--- config.mk ---
export PLATFORM = sky130hd
export DESIGN_NAME = ps2_rx_controller_flat
export DESIGN_NICKNAME = d
export VERILOG_FILES = /design/src/rtl/ps2_rx_controller_if.sv /design/src/rtl/ps2_rx_controller.sv /design/src/flat_wrapper.sv
export SDC_FILE = /design/constraint.sdc
export NUM_CORES = 1
export LEC_CHECK = 0
export BUFFER_PORTS_ARGS = -buffer_cell sky130_fd_sc_hd__clkbuf_2
export CAP_MARGIN = 20
export CORE_AREA = 5 5 99 101
export CTS_CLUSTER_DIAMETER = 60
export CTS_CLUSTER_SIZE = 20
export DETAILED_ROUTE_END_ITERATION = 8
export DIE_AREA = 0 0 104 106
export SETUP_SLACK_MARGIN = 0.5
export SLEW_MARGIN = 40
export SYNTH_ARGS = -nofsm -noshare
export SYNTH_HDL_FRONTEND = slang
export SYNTH_SLANG_ARGS = --single-unit
--- constraint.sdc ---
create_clock -name clk -period 5.6 [get_ports clk]
set_clock_uncertainty 0.05 [all_clocks]
set_input_delay 0 -clock clk [delete_from_list [all_inputs] [get_ports clk]]
set_output_delay 0 -clock clk [all_outputs]
set_load 0.05 [all_outputs]
--- src/rtl/ps2_rx_controller_if.sv ---
// Key-event handshake between the PS/2 receiver (master) and the consumer (slave).
interface ps2_rx_controller_if;
    logic       evt_valid;
    logic       evt_ready;
    logic [7:0] evt_code;
    logic       evt_break;
    logic       evt_ext;

    modport master (
        output evt_valid,
        output evt_code,
        output evt_break,
        output evt_ext,
        input  evt_ready
    );

    modport slave (
        input  evt_valid,
        input  evt_code,
        input  evt_break,
        input  evt_ext,
        output evt_ready
    );
endinterface

--- src/rtl/ps2_rx_controller.sv ---
// PS/2 keyboard receiver: synchronizer, frame FSM, E0/F0 prefix merge and event FIFO.
// Optional frame watchdog enabled by defining PS2_WATCHDOG_EN.
module ps2_rx_controller #(
    parameter int FIFO_DEPTH     = 4,
    parameter int SYNC_STAGES    = 2,
    parameter int TIMEOUT_CYCLES = 50000
) (
    input  logic                        clk,
    input  logic                        rst_n,
    input  logic                        ps2_clk,
    input  logic                        ps2_data,
    ps2_rx_controller_if.master         evt,
    output logic                        frame_err,
    output logic                        overflow,
    input  logic                        clr_overflow,
    output logic                        busy
);

    localparam int IDX_W = $clog2(FIFO_DEPTH);
    localparam int PTR_W = IDX_W + 1;

    typedef enum logic [1:0] {IDLE, DATA, PARITY, STOP} state_t;

    logic [SYNC_STAGES-1:0] clk_sync_q, clk_sync_d;
    logic [SYNC_STAGES-1:0] data_sync_q, data_sync_d;
    logic                   clk_prev_q, clk_prev_d;
    logic                   ps2_clk_s, ps2_data_s, fall;

    state_t     state_q;
    logic [2:0] bit_cnt_q;
    logic [7:0] shreg_q;
    logic       parity_q;
    logic       byte_done_q;
    logic       frame_err_q;
    logic       wd_abort;

    logic       ext_pend_q, ext_pend_d;
    logic       brk_pend_q, brk_pend_d;
    logic       push_q, push_d;
    logic [9:0] push_data_q, push_data_d;

    logic [9:0]       mem_q [FIFO_DEPTH];
    logic [9:0]       mem_d [FIFO_DEPTH];
    logic [PTR_W-1:0] wr_ptr_q, wr_ptr_d;
    logic [PTR_W-1:0] rd_ptr_q, rd_ptr_d;
    logic             overflow_q, overflow_d;
    logic             empty, full, pop, push_ok;
    logic [9:0]       head;

    // Sync and edge-history flops idle high so reset release never looks like a fall.
    always_comb begin
        clk_sync_d  = {clk_sync_q[SYNC_STAGES-2:0], ps2_clk};
        data_sync_d = {data_sync_q[SYNC_STAGES-2:0], ps2_data};
        clk_prev_d  = clk_sync_q[SYNC_STAGES-1];
    end

    always_ff @(posedge clk or negedge rst_n) begin
        if (!rst_n) begin
            clk_sync_q  <= '1;
            data_sync_q <= '1;
            clk_prev_q  <= 1'b1;
        end else begin
            clk_sync_q  <= clk_sync_d;
            data_sync_q <= data_sync_d;
            clk_prev_q  <= clk_prev_d;
        end
    end

    assign ps2_clk_s  = clk_sync_q[SYNC_STAGES-1];
    assign ps2_data_s = data_sync_q[SYNC_STAGES-1];
    assign fall       = clk_prev_q & ~ps2_clk_s;

`ifdef PS2_WATCHDOG_EN
    localparam int WD_W = $clog2(TIMEOUT_CYCLES) + 1;
    localparam logic [WD_W-1:0] WD_LIMIT = WD_W'(TIMEOUT_CYCLES - 1);

    logic [WD_W-1:0] wd_cnt_q, wd_cnt_d;

    always_comb begin
        wd_cnt_d = wd_cnt_q;
        if ((state_q == IDLE) || fall)
            wd_cnt_d = '0;
        else if (wd_cnt_q != WD_LIMIT)
            wd_cnt_d = wd_cnt_q + 1'b1;
    end

    always_ff @(posedge clk or negedge rst_n) begin
        if (!rst_n)
            wd_cnt_q <= '0;
        else
            wd_cnt_q <= wd_cnt_d;
    end

    assign wd_abort = (state_q != IDLE) && !fall && (wd_cnt_q == WD_LIMIT);
`else
    // Without the watchdog an open frame waits forever for its next edge.
    assign wd_abort = 1'b0 && (TIMEOUT_CYCLES > 0);
`endif

    always_ff @(posedge clk or negedge rst_n) begin
        if (!rst_n) begin
            state_q     <= IDLE;
            bit_cnt_q   <= '0;
            shreg_q     <= '0;
            parity_q    <= 1'b0;
            byte_done_q <= 1'b0;
            frame_err_q <= 1'b0;
        end else begin
            byte_done_q <= 1'b0;
            frame_err_q <= 1'b0;
            if (wd_abort) begin
                state_q     <= IDLE;
                bit_cnt_q   <= '0;
                shreg_q     <= '0;
                frame_err_q <= 1'b1;
            end else if (fall) begin
                case (state_q)
                    IDLE: begin
                        if (!ps2_data_s) begin
                            state_q   <= DATA;
                            bit_cnt_q <= '0;
                        end else begin
                            frame_err_q <= 1'b1;
                        end
                    end
                    DATA: begin
                        shreg_q[bit_cnt_q] <= ps2_data_s;
                        if (bit_cnt_q == 3'd7)
                            state_q <= PARITY;
                        else
                            bit_cnt_q <= bit_cnt_q + 3'd1;
                    end
                    PARITY: begin
                        parity_q <= ps2_data_s;
                        state_q  <= STOP;
                    end
                    STOP: begin
                        // Odd parity: data bits plus parity bit must XOR to 1.
                        if (ps2_data_s && ((^shreg_q) ^ parity_q))
                            byte_done_q <= 1'b1;
                        else
                            frame_err_q <= 1'b1;
                        state_q <= IDLE;
                    end
                    default: state_q <= IDLE;
                endcase
            end
        end
    end

    always_comb begin
        ext_pend_d  = ext_pend_q;
        brk_pend_d  = brk_pend_q;
        push_d      = 1'b0;
        push_data_d = push_data_q;
        if (wd_abort) begin
            ext_pend_d = 1'b0;
            brk_pend_d = 1'b0;
        end else if (byte_done_q) begin
            if (shreg_q == 8'hE0) begin
                ext_pend_d = 1'b1;
            end else if (shreg_q == 8'hF0) begin
                brk_pend_d = 1'b1;
            end else begin
                push_d      = 1'b1;
                push_data_d = {ext_pend_q, brk_pend_q, shreg_q};
                ext_pend_d  = 1'b0;
                brk_pend_d  = 1'b0;
            end
        end
    end

    always_ff @(posedge clk or negedge rst_n) begin
        if (!rst_n) begin
            ext_pend_q  <= 1'b0;
            brk_pend_q  <= 1'b0;
            push_q      <= 1'b0;
            push_data_q <= '0;
        end else begin
            ext_pend_q  <= ext_pend_d;
            brk_pend_q  <= brk_pend_d;
            push_q      <= push_d;
            push_data_q <= push_data_d;
        end
    end

    // A full FIFO still takes a push when the head is popped in the same cycle.
    assign empty   = (wr_ptr_q == rd_ptr_q);
    assign full    = (wr_ptr_q[IDX_W] != rd_ptr_q[IDX_W]) &&
                     (wr_ptr_q[IDX_W-1:0] == rd_ptr_q[IDX_W-1:0]);
    assign pop     = !empty && evt.evt_ready;
    assign push_ok = push_q && (!full || pop);

    always_comb begin
        mem_d      = mem_q;
        wr_ptr_d   = wr_ptr_q;
        rd_ptr_d   = rd_ptr_q;
        overflow_d = overflow_q;
        if (push_ok) begin
            mem_d[wr_ptr_q[IDX_W-1:0]] = push_data_q;
            wr_ptr_d = wr_ptr_q + 1'b1;
        end
        if (pop)
            rd_ptr_d = rd_ptr_q + 1'b1;
        if (push_q && !push_ok)
            overflow_d = 1'b1;
        else if (clr_overflow)
            overflow_d = 1'b0;
    end

    always_ff @(posedge clk or negedge rst_n) begin
        if (!rst_n) begin
            for (int i = 0; i < FIFO_DEPTH; i++)
                mem_q[i] <= '0;
            wr_ptr_q   <= '0;
            rd_ptr_q   <= '0;
            overflow_q <= 1'b0;
        end else begin
            mem_q      <= mem_d;
            wr_ptr_q   <= wr_ptr_d;
            rd_ptr_q   <= rd_ptr_d;
            overflow_q <= overflow_d;
        end
    end

    assign head          = mem_q[rd_ptr_q[IDX_W-1:0]];
    assign evt.evt_valid = !empty;
    assign evt.evt_code  = head[7:0];
    assign evt.evt_break = head[8];
    assign evt.evt_ext   = head[9];
    assign frame_err     = frame_err_q;
    assign overflow      = overflow_q;
    assign busy          = (state_q != IDLE);

endmodule

--- src/flat_wrapper.sv ---
// flat-port wrapper written by rule: the top's interface ports become plain ports
module ps2_rx_controller_flat 
#(
    parameter int FIFO_DEPTH     = 4,
    parameter int SYNC_STAGES    = 2,
    parameter int TIMEOUT_CYCLES = 50000
)
  (clk, rst_n, ps2_clk, ps2_data, frame_err, overflow, clr_overflow, busy, evt_evt_valid, evt_evt_code, evt_evt_break, evt_evt_ext, evt_evt_ready);
  ps2_rx_controller_if evt_i ();
  input  logic clk;
  input  logic rst_n;
  input  logic ps2_clk;
  input  logic ps2_data;
  output logic frame_err;
  output logic overflow;
  input  logic clr_overflow;
  output logic busy;
  output wire logic [$bits(evt_i.evt_valid)-1:0] evt_evt_valid;
  output wire logic [$bits(evt_i.evt_code)-1:0] evt_evt_code;
  output wire logic [$bits(evt_i.evt_break)-1:0] evt_evt_break;
  output wire logic [$bits(evt_i.evt_ext)-1:0] evt_evt_ext;
  input wire logic [$bits(evt_i.evt_ready)-1:0] evt_evt_ready;
  assign evt_evt_valid = evt_i.evt_valid;
  assign evt_evt_code = evt_i.evt_code;
  assign evt_evt_break = evt_i.evt_break;
  assign evt_evt_ext = evt_i.evt_ext;
  assign evt_i.evt_ready = evt_evt_ready;
  ps2_rx_controller #(.FIFO_DEPTH(FIFO_DEPTH), .SYNC_STAGES(SYNC_STAGES), .TIMEOUT_CYCLES(TIMEOUT_CYCLES)) u_core (.clk(clk), .rst_n(rst_n), .ps2_clk(ps2_clk), .ps2_data(ps2_data), .evt(evt_i), .frame_err(frame_err), .overflow(overflow), .clr_overflow(clr_overflow), .busy(busy));
endmodule
==> flow_summary_export.csv, run 1 <==
group,metric,value,unit
layout,final_cells,407,
power,p_comb_share,25.9,%
route,detail_route.wl_per_cell,16.3,um
global_routing,antenna_found_initial,0,
cts,cts_sinks,81,
power,power_frac_clock,27.1,%
layout,diodes,0,
yosys,synth-seq-area-share,53.3,%
layout,syn_to_final_growth,13.0,%
layout,drive_above_1_share,39.9,%
route,wl,6650,um
power,p_per_area,372,mW/mm^2
sta,setup_violations,0,
cts,cts.clk_slew.worst_paths,0.09,ns
yosys,synth_cells,259,
power,p_switching,0.570,mW
route,drc,0,
worst_setup_path,cp_data_arrival_time,2.80,ns
power,power,1.60,mW
sta,period_minus_slack,2.60,ns
yosys,yosysTopAreaCellShare,49.9,%
floorplan,core,0.00893,mm^2
placed_design,gp_congestion,0.765,
sta,rsz0062_at_grt,"false",
yosys,synth_edf_count,0,
yosys,syn-num-nets,282,
layout,layout_commonest_cell,"dfrtp_1",
worst_setup_path,crit_fanout,13,
worst_setup_path,cp-start-kind,"flop",
route,vias_per_cell,5.26,
sta,slew_headroom,55.0,%
floorplan,initial_utilization,42.7,%
cts,htree_levels,3,
power,switching_share,35.6,%
cts,root_buffer,"clkbuf_8",
cts,clock_path_buffers,2,
placed_design,io_buffer_count,19,
cts,ctsResizeCount,0,
floorplan,die-width,104,um
floorplan,ioPinCount,20,
yosys,ys_seq_elements,81,
sta,hold_violations,0,
layout,final_cell_mix,"75 x dfrtp_1, 53 x mux2_2, 18 x clkbuf_2, 17 x ha_1, 15 x inv_1",
yosys,synthTopCellsByArea,"dfrtp_1 50%, mux2_2 16%, mux4_2 5.9%",
power,internal_power,1.03,mW
route,antenna_left,0,
route,drt_first_pass_iters,4,
sta,finalMaxSlewViolations,0,
floorplan,dieArea,0.0110,mm^2
global_routing,grt_pass1_wl,11500,um
route,vias,2139,
global_routing,grt_pass1_vias,2245,
worst_setup_path,crit_path_end_kind,"flop",
yosys,syn_area,0.00381,mm^2
run_status,status,"complete, no violations",
global_routing,gr-total-overflow,0,
flow_run,maxCapViolations,0,
yosys,async_flop_share,100,%
yosys,synth.avg_cell_area,14.7,um^2
sta,fin_setup_tns,0,ns
sta,setup_ws,3.00,ns
yosys,ys.warnings.count,0,
placed_design,placed_cells,386,
yosys,yosysUniqueCellTypes,41,
global_routing,grt_max_degree,82,
worst_setup_path,path_class,"flop to flop",
hold_path,hp-class,"input port to flop",
sta,tightest_slew,0.675,ns
sta,max_freq,384,MHz
layout,nNetsFinal,314,
power,p_seq_share,47.0,%
power,ir_worst_vdd,266,uV
global_routing,track_usage,12.9,%
cts,cts_buffers,9,
floorplan,die_y,106,um
worst_setup_path,crit_required,5.80,ns
floorplan,rows,35,
cts,cts_tree,"built",
yosys,synth_top_area_cell,"dfrtp_1",
placed_design,place_hpwl,4630,um
sta,period_share,46.5,%
cts,clk_latency,0.35,ns
yosys,yosys_most_used_dff,"dfrtp_1",
route,dr.first_iter.drc_count,37,
placed_design,pre_cts_ws,2.80,ns
power,power_leakage,2.10,nW
## critical path, stage by stage, from the launching register on
cell and delay, ns:
dfrtp_1 0.78, xor2_2 0.36, o41ai_2 0.69, buf_4 0.28, mux2_2 0.34
## cells by family (layout without fill, tap and decap cells)
logic type	Yosys count	in the layout	share of synthesized area, %
buffers and inverters	21	58	2.17
AND/OR/NAND/NOR	37	37	5.28
adder cells (fa/ha/maj)	17	17	5.58
AO/OA/AOI/OAI	18	18	5.38
flip-flops	81	81	53.3
XOR/XNOR	10	10	3.25
multiplexers	75	75	25.0
## sequential cells by signal (all words and copies together) (netlist names)
name	cells
u_core.clk_sync_q	2
u_core.byte_done_q	1
u_core.overflow	1
u_core.wr_ptr_q	3
u_core.clk_prev_q	1
u_core.push_data_q	10
u_core.data_sync_q	2
u_core.shreg_q	8
u_core.ext_pend_q	1
u_core.brk_pend_q	1
u_core.bit_cnt_q	3
u_core.parity_q	1
u_core.state_q	2
u_core.frame_err	1
u_core.mem_q	40
u_core.push_q	1
u_core.rd_ptr_q	3
## through the flow
stage | cell area (um^2) | hold slack [ns] | utilization, %
after floorplan | 3810 | -0.346 | -
after global placement | 4030 | 0.0381 | 45.1
after global routing | 4310 | 0.0969 | 48.2
after detailed placement | 4060 | 0.0397 | 45.4
final | 4310 | 0.0510 | 48.2
after CTS | 4300 | 0.0479 | 48.1
## cell usage after synthesis, types with 2 or more instances
library cell   n
inv_1         15
a21oi_1        2
ha_1          17
o31ai_1        2
dfrtp_1       76
nor3_1         5
dfstp_2        5
buf_2          2
clkbuf_1       3
and2_1         4
mux2_1         9
o41ai_4        3
nand4b_1       2
mux2i_1        3
xnor2_1        5
nand2_1       10
o2111ai_1      2
mux4_2        10
nor2_1         4
xor2_2         2
nand3_1        4
mux2_2        53
a32o_1         2
nor2b_1        2
## repair_timing
action                                 CTS  global route
endpoints found under the hold margin   79             0
buffers inserted                         0             0
hold buffers                             4             0
## power by group through the flow
stage               clock network, mW  logic [mW]  registers, mW
global placement                    0       0.405          0.763
finish                          0.435       0.414          0.753
detailed placement                  0       0.415          0.767
CTS                             0.447       0.420          0.755
floorplan                           0       0.362          0.714
global route                    0.468       0.457          0.768
## final cells by class
type	instances	area [um^2]
fillers	814	4630
flip-flops and latches	81	2030
multi-input cells	157	1700
repair buffers	27	181
well taps	111	139
clock buffers	9	124
clock inverters	7	76.3
inverters	15	56.3
## per-layer routing
| layer | global-route usage, % | up-vias | wire length, um |
|---|---|---|---|
| li1 | - | 1008 | - |
| met3 | 2.37 | 10 | 164 |
| met4 | 5.27 | 0 | 113 |
| met5 | 0 | - | 0 |
| met1 | 15.8 | 1098 | 2970 |
| met2 | 22.5 | 23 | 3400 |
## final timing paths
check	from	to	slack, ns	cells past startpoint
worst min-delay path	evt_evt_ready	u_core.rd_ptr_q[2]	0.05	3
min in group asynchronous	rst_n	u_core.rd_ptr_q[2]	0.18	2
max in group asynchronous	rst_n	u_core.rd_ptr_q[0]	4.82	2
worst max-delay path	u_core.rd_ptr_q[1]	u_core.mem_q[9]	3.00	4
worst max register to register	u_core.rd_ptr_q[1]	u_core.mem_q[9]	3.00	4
worst min register to register	u_core.clk_sync_q[0]	u_core.clk_sync_q[1]	0.31	0
Note: power is estimated with default switching activity, not from simulation.
==> inputs of run 2 (changes only) <==
- clock period: 5.6 -> 2.2 ns (I/O delays scaled with it)
==> run 2 against run 1 <==
Effect of this change:
- critical path depth did not move
- first-iteration DRC count rose by 49%
- combinational power rose to 4.0 times the previous value
- routed wire length rose by 7.5%
- count of clock-buffer cells in the layout rose by 1
- die area did not move
- final area rose by 13%
- sequential power rose by 150%
- critical path type unchanged
- critical endpoint is now u_core.mem_q[18]
- flip-flop and latch count did not move
- hold slack got worse by 0.0041 ns
- non-clock buffer count rose by 22
- global-route usage rose by 0.72 points
==> flow_summary_export.csv, run 2 (synthesis results as in run 1) <==
group,metric,value,unit
run_status,status,"complete, no violations",
global_routing,top_usage_layer,"met2",
sta,max_freq,554,MHz
cts,cts_tree,"built",
floorplan,ioPinCount,20,
sta,fin_setup_tns,0,ns
layout,largest_reg_flops,40,
worst_setup_path,crit_path_end_kind,"flop",
floorplan,rows,35,
sta,tightest_slew,0.604,ns
global_routing,grtUsageMet3,2.67,%
floorplan,die-width,104,um
power,ir_worst_vdd,593,uV
sta,finalMaxSlewViolations,0,
global_routing,gr-total-overflow,0,
layout,diodes,0,
layout,nNetsFinal,337,
cts,cts_buffers,9,
cts,root_buffer,"clkbuf_8",
sta,setup_violations,0,
global_routing,grt_pass1_wl,12100,um
layout,regMostFlops,"u_core.mem_q",
global_routing,grt_max_degree,47,
worst_setup_path,path_class,"flop to flop",
sta,period_share,82.0,%
route,detail_route.wl_per_cell,16.6,um
sta,slew_headroom,59.8,%
power,p_per_area,944,mW/mm^2
hold_path,hp-class,"input port to flop",
route,drc,0,
cts,htree_levels,3,
power,power,4.59,mW
layout,reg.largest.list,"u_core.mem_q (40), u_core.push_data_q (10), u_core.shreg_q (8)",
floorplan,die_y,106,um
cts,cts_sinks,81,
floorplan,dieArea,0.0110,mm^2
global_routing,antenna_found_initial,0,
flow_run,maxCapViolations,0,
worst_setup_path,cp-start-kind,"flop",
global_routing,grt_pass1_vias,2409,
sta,period_minus_slack,1.80,ns
global_routing,track_usage,13.7,%
placed_design,gp_congestion,0.768,
route,vias_per_cell,5.15,
route,drt_first_pass_iters,4,
sta,hold_violations,0,
route,vias,2216,
floorplan,initial_utilization,42.7,%
power,power_leakage,2.34,nW
cts,cts.clk_slew.worst_paths,0.09,ns
worst_setup_path,crit_required,2.39,ns
route,wl,7150,um
layout,syn_to_final_growth,27.5,%
worst_setup_path,crit_fanout,10,
placed_design,io_buffer_count,19,
global_routing,grt.met1_usage,17.8,%
global_routing,grt_use_met2,21.9,%
sta,holdWs,0.0469,ns
layout,final_cell_mix,"69 x dfrtp_1, 35 x mux2_2, 27 x mux2_4, 19 x buf_4, 15 x ha_1",
worst_setup_path,cp_data_arrival_time,1.99,ns
cts,clk_latency,0.35,ns
route,dr.first_iter.drc_count,55,
route,antenna_left,0,
placed_design,place_hpwl,4550,um
floorplan,core,0.00893,mm^2
layout,layout_commonest_cell,"dfrtp_1",
cts,clock_path_buffers,2,
sta,rsz0062_at_grt,"true",
layout,drive_above_1_share,53.0,%
[run 2: changes by cell type in the layout (fill, tap and decap cells not counted), moves of 4 or more]
cell and delta:
mux2_4 +27, mux2_2 -18, buf_4 +17, clkbuf_2 -11, mux2_1 -9, buf_8 +8, dfrtp_1 -6, dfrtp_2 +6
buf_12 +4, buf_6 +4, nor3_1 -4, nor3_2 +4
[run 2: layout make-up]
type	count	area, um^2
fill	740	4070
sequential	81	2040
multi-input combinational	158	1920
timing repair buffer	49	510
tap	111	139
clock buffer	10	128
clock inverter	6	67.6
inverter	15	56.3
[run 2: power breakdown]
part / internal (mW) / switching (mW)
Sequential: 1.65 / 0.199
Clock: 0.529 / 0.561
Combinational: 0.794 / 0.852
Total: 2.98 / 1.61
[run 2: critical path, cell delays in order, from the launching register on]
cell	delay, ns
dfrtp_2	0.45
xor2_4	0.24
o41ai_4	0.37
buf_6	0.22
mux2_2	0.35
[run 2: worst paths after layout]
check	slack [ns]	cells past startpoint	endpoint	startpoint
setup / recovery	0.40	4	u_core.mem_q[18]	u_core.rd_ptr_q[1]
hold / removal	0.05	3	u_core.rd_ptr_q[2]	evt_evt_ready
hold reg to reg	0.31	0	u_core.data_sync_q[1]	u_core.data_sync_q[0]
max in group asynchronous	1.30	3	u_core.clk_sync_q[1]	rst_n
setup reg to reg	0.40	4	u_core.mem_q[18]	u_core.rd_ptr_q[1]
min in group asynchronous	0.14	2	u_core.mem_q[20]	rst_n
[run 2: repair_timing]
item	4_1_cts	5_1_grt
hold buffers	4	0
gates cloned	0	2
gates resized for setup	54	22
setup endpoints to repair	71	72
pin swaps	4	7
hold endpoints to repair	48	0
buffers inserted	6	10
[run 2: per-stage QoR]
stage          setup WS (ns)  cell area [um^2]  utilization, %  std cells
3_5_place_dp           0.302              4200            47.0        392
4_1_cts                0.367              4710            52.7        418
3_3_place_gp           0.317              4200            47.0        392
6_report               0.396              4860            54.4        430
5_1_grt                0.330              4860            54.4        430
2_1_floorplan          0.355              3890               -        259
[run 2: per-layer routing]
metal  share of wire [%]  vias to the layer above
met4                 2.3                        0
li1                    -                     1045
met1                  47                     1131
met3                 2.6                       13
met5                   0                        -
met2                  48                       27
==> inputs of run 3 (changes only) <==
- ABC_AREA: default -> 1
- CORE_AREA: 5 5 99 101 -> 5 5 98 100
- DIE_AREA: 0 0 104 106 -> 0 0 103 105
- clock period: 2.2 -> 1.7 ns (I/O delays scaled with it)
==> run 3 against run 2 <==
Effect of this change:
- synthesized cell count is 56% higher
- routed wire length is 49% higher
- die area is 1.9% lower
- via count is 44% higher
- hold slack worse by 0.010 ns
- critical endpoint is now evt_evt_code[2]
==> flow_summary_export.csv, run 3 <==
group,metric,value,unit
route,drc,0,
placed_design,place_hpwl,5130,um
route,vias_per_cell,5.31,
cts,cts.clk_slew.worst_paths,0.10,ns
worst_setup_path,crit_path_end_kind,"output port",
yosys,synth-seq-area-share,54.2,%
cts,clock_path_buffers,2,
yosys,async_flop_share,100,%
layout,nNetsFinal,510,
worst_setup_path,crit_required,1.65,ns
sta,period_share,98.2,%
placed_design,io_buffer_count,19,
floorplan,rows,34,
worst_setup_path,r2r.worst_path.cells,8,
yosys,yosysTopAreaCellShare,50.7,%
sta,tightest_slew,0.491,ns
yosys,yosysMostFrequentCell,"nand2_1",
yosys,yosys_most_used_dff,"dfrtp_1",
global_routing,grt_max_degree,54,
sta,holdWs,0.0368,ns
yosys,ys_seq_elements,81,
layout,seqCellArea,0.00204,mm^2
sta,period_minus_slack,1.67,ns
route,dr.first_iter.drc_count,116,
route,antenna_left,0,
layout,layout_commonest_cell,"dfrtp_1",
route,detail_route.wl_per_cell,17.7,um
cts,htree_levels,3,
yosys,synth_cells,403,
worst_setup_path,reg2reg_setup_slack,0.03,ns
worst_setup_path,cp-start-kind,"flop",
cts,clk_latency,0.36,ns
cts,root_buffer,"clkbuf_8",
power,ir_worst_vdd,888,uV
yosys,synth.avg_cell_area,9.30,um^2
layout,regMostFlops,"u_core.mem_q",
worst_setup_path,crit_fanout,9,
layout,reg.largest.list,"u_core.mem_q (40), u_core.push_data_q (10), u_core.shreg_q (8)",
yosys,synth_top_area_cell,"dfrtp_1",
layout,drive_above_1_share,55.9,%
layout,final_cell_mix,"70 x dfrtp_1, 43 x o21ai_2, 38 x nand2_1, 38 x o21ai_1, 28 x nand2_2",
global_routing,track_usage,17.8,%
sta,hold_violations,0,
power,power,9.92,mW
worst_setup_path,path_class,"flop to output port",
sta,max_freq,599,MHz
yosys,synthTopCellsByArea,"dfrtp_1 51%, nand2_1 8.5%, o21ai_0 5.9%",
worst_setup_path,cp_data_arrival_time,1.62,ns
floorplan,initial_utilization,43.6,%
cts,cts_sinks,81,
worst_setup_path,r2r-end,"u_core.mem_q[10]",
yosys,syn_area,0.00375,mm^2
floorplan,core,0.00859,mm^2
yosys,syn-num-nets,426,
flow_run,maxCapViolations,0,
sta,setup_violations,0,
yosys,yosysUniqueCellTypes,32,
sta,finalMaxSlewViolations,0,
yosys,ys.warnings.count,0,
layout,diodes,0,
layout,largest_reg_flops,40,
sta,rsz0062_at_grt,"true",
floorplan,ioPinCount,20,
floorplan,die-width,103,um
route,vias,3184,
layout,syn_to_final_growth,57.9,%
global_routing,grt_pass1_wl,15000,um
floorplan,dieArea,0.0108,mm^2
route,wl,10600,um
cts,cts_tree,"built",
layout,multi_input_area,0.00229,mm^2
layout,fillCellCount,589,
yosys,synth_commonest_cells,"85 x nand2_1, 76 x dfrtp_1, 44 x o21ai_0",
global_routing,gr-total-overflow,0,
worst_setup_path,reg2reg_from,"u_core.rd_ptr_q[0]",
yosys,synth_edf_count,0,
sta,slew_headroom,67.3,%
global_routing,grt_pass1_vias,3067,
run_status,status,"complete, no violations",
floorplan,die_y,105,um
route,drt_first_pass_iters,4,
power,p_per_area,1680,mW/mm^2
global_routing,antenna_found_initial,0,
cts,cts_buffers,9,
placed_design,gp_congestion,0.774,
power,power_leakage,2.51,nW
hold_path,hp-class,"input port to asynchronous set/reset pin",
[run 3: changes by cell type after synthesis, sizes merged, moves of 4 or more]
cell	delta
a21oi	+6
and2	-4
buf	+7
inv	+27
mux2	-62
mux4	-10
nand2	+76
nand3	+10
nor2	+23
o21ai	+83
o22ai	+11
o41ai	-5
[run 3: per-layer routing]
layer | track usage, % | wire length, um | vias up
met1 | 21.6 | 4210 | 1574
met2 | 31.0 | 5820 | 63
li1 | - | - | 1523
met5 | 0 | 0 | -
met3 | 3.60 | 352 | 24
met4 | 5.92 | 232 | 0
[run 3: worst max-delay path by stage]
stage	startpoint	to	slack, ns	cells past startpoint
floorplan	u_core.state_q[1]	u_core.bit_cnt_q[0]	0.16	8
global placement	u_core.state_q[1]	u_core.bit_cnt_q[0]	0.12	9
detailed placement	u_core.state_q[1]	u_core.bit_cnt_q[0]	0.07	9
CTS	u_core.rd_ptr_q[0]	evt_evt_code[0]	0.08	5
global route	u_core.rd_ptr_q[0]	u_core.mem_q[10]	-0.03	8
finish	u_core.rd_ptr_q[0]	evt_evt_code[2]	0.03	5
[run 3: timing repair]
action	in CTS	in global routing
pin swaps	22	23
endpoints found under the hold margin	87	0
hold buffers	5	0
resized for setup	114	134
gates cloned	6	8
endpoints found under the setup margin	84	88
setup buffers	29	9
[run 3: where the power goes]
group,internal (mW),leakage [nW],total (mW),switching [mW]
logic,2.57,1.34,5.85,3.28
clock network,0.705,0.0988,1.52,0.814
registers,2.22,1.07,2.55,0.325
total,5.50,2.51,9.92,4.42
[run 3: logic make-up after synthesis]
logic type               count (synthesis)  share of synthesized area [%]
AO/OA/AOI/OAI                          106                           15.6
flip-flops                              81                           54.2
AND/OR/NAND/NOR                        135                           15.7
buffers and inverters                   57                           7.14
XOR/XNOR                                 7                           1.64
adder cells (fa/ha/maj)                 17                           5.67
[run 3: metrics by stage]
stage	instance area (um^2)	std cells	setup TNS [ns]	utilization (%)	setup slack [ns]
floorplan	4000	403	0	-	0.164
global placement	4260	527	0	49.5	0.116
detailed placement	4260	527	0	49.5	0.0701
CTS	5230	583	0	60.8	0.0780
global route	5920	600	-0.134	68.9	-0.0279
finish	5920	600	0	68.9	0.0311
[run 3: final cells by class]
class                           count  area share [%]
Clock buffer                        9            2.09
Tap cell                          108            2.28
Sequential cell                    81            34.5
Timing Repair Buffer               85            18.3
Multi-Input combinational cell    268            38.7
Clock inverter                      7            1.40
Inverter                           42            2.81
[run 3: worst max-delay path, cell delays in order, from the launching register on]
cell	delay, ns
dfrtp_2	0.48
inv_4	0.09
clkbuf_16	0.18
o21ai_1	0.23
o22ai_4	0.11
buf_8	0.16
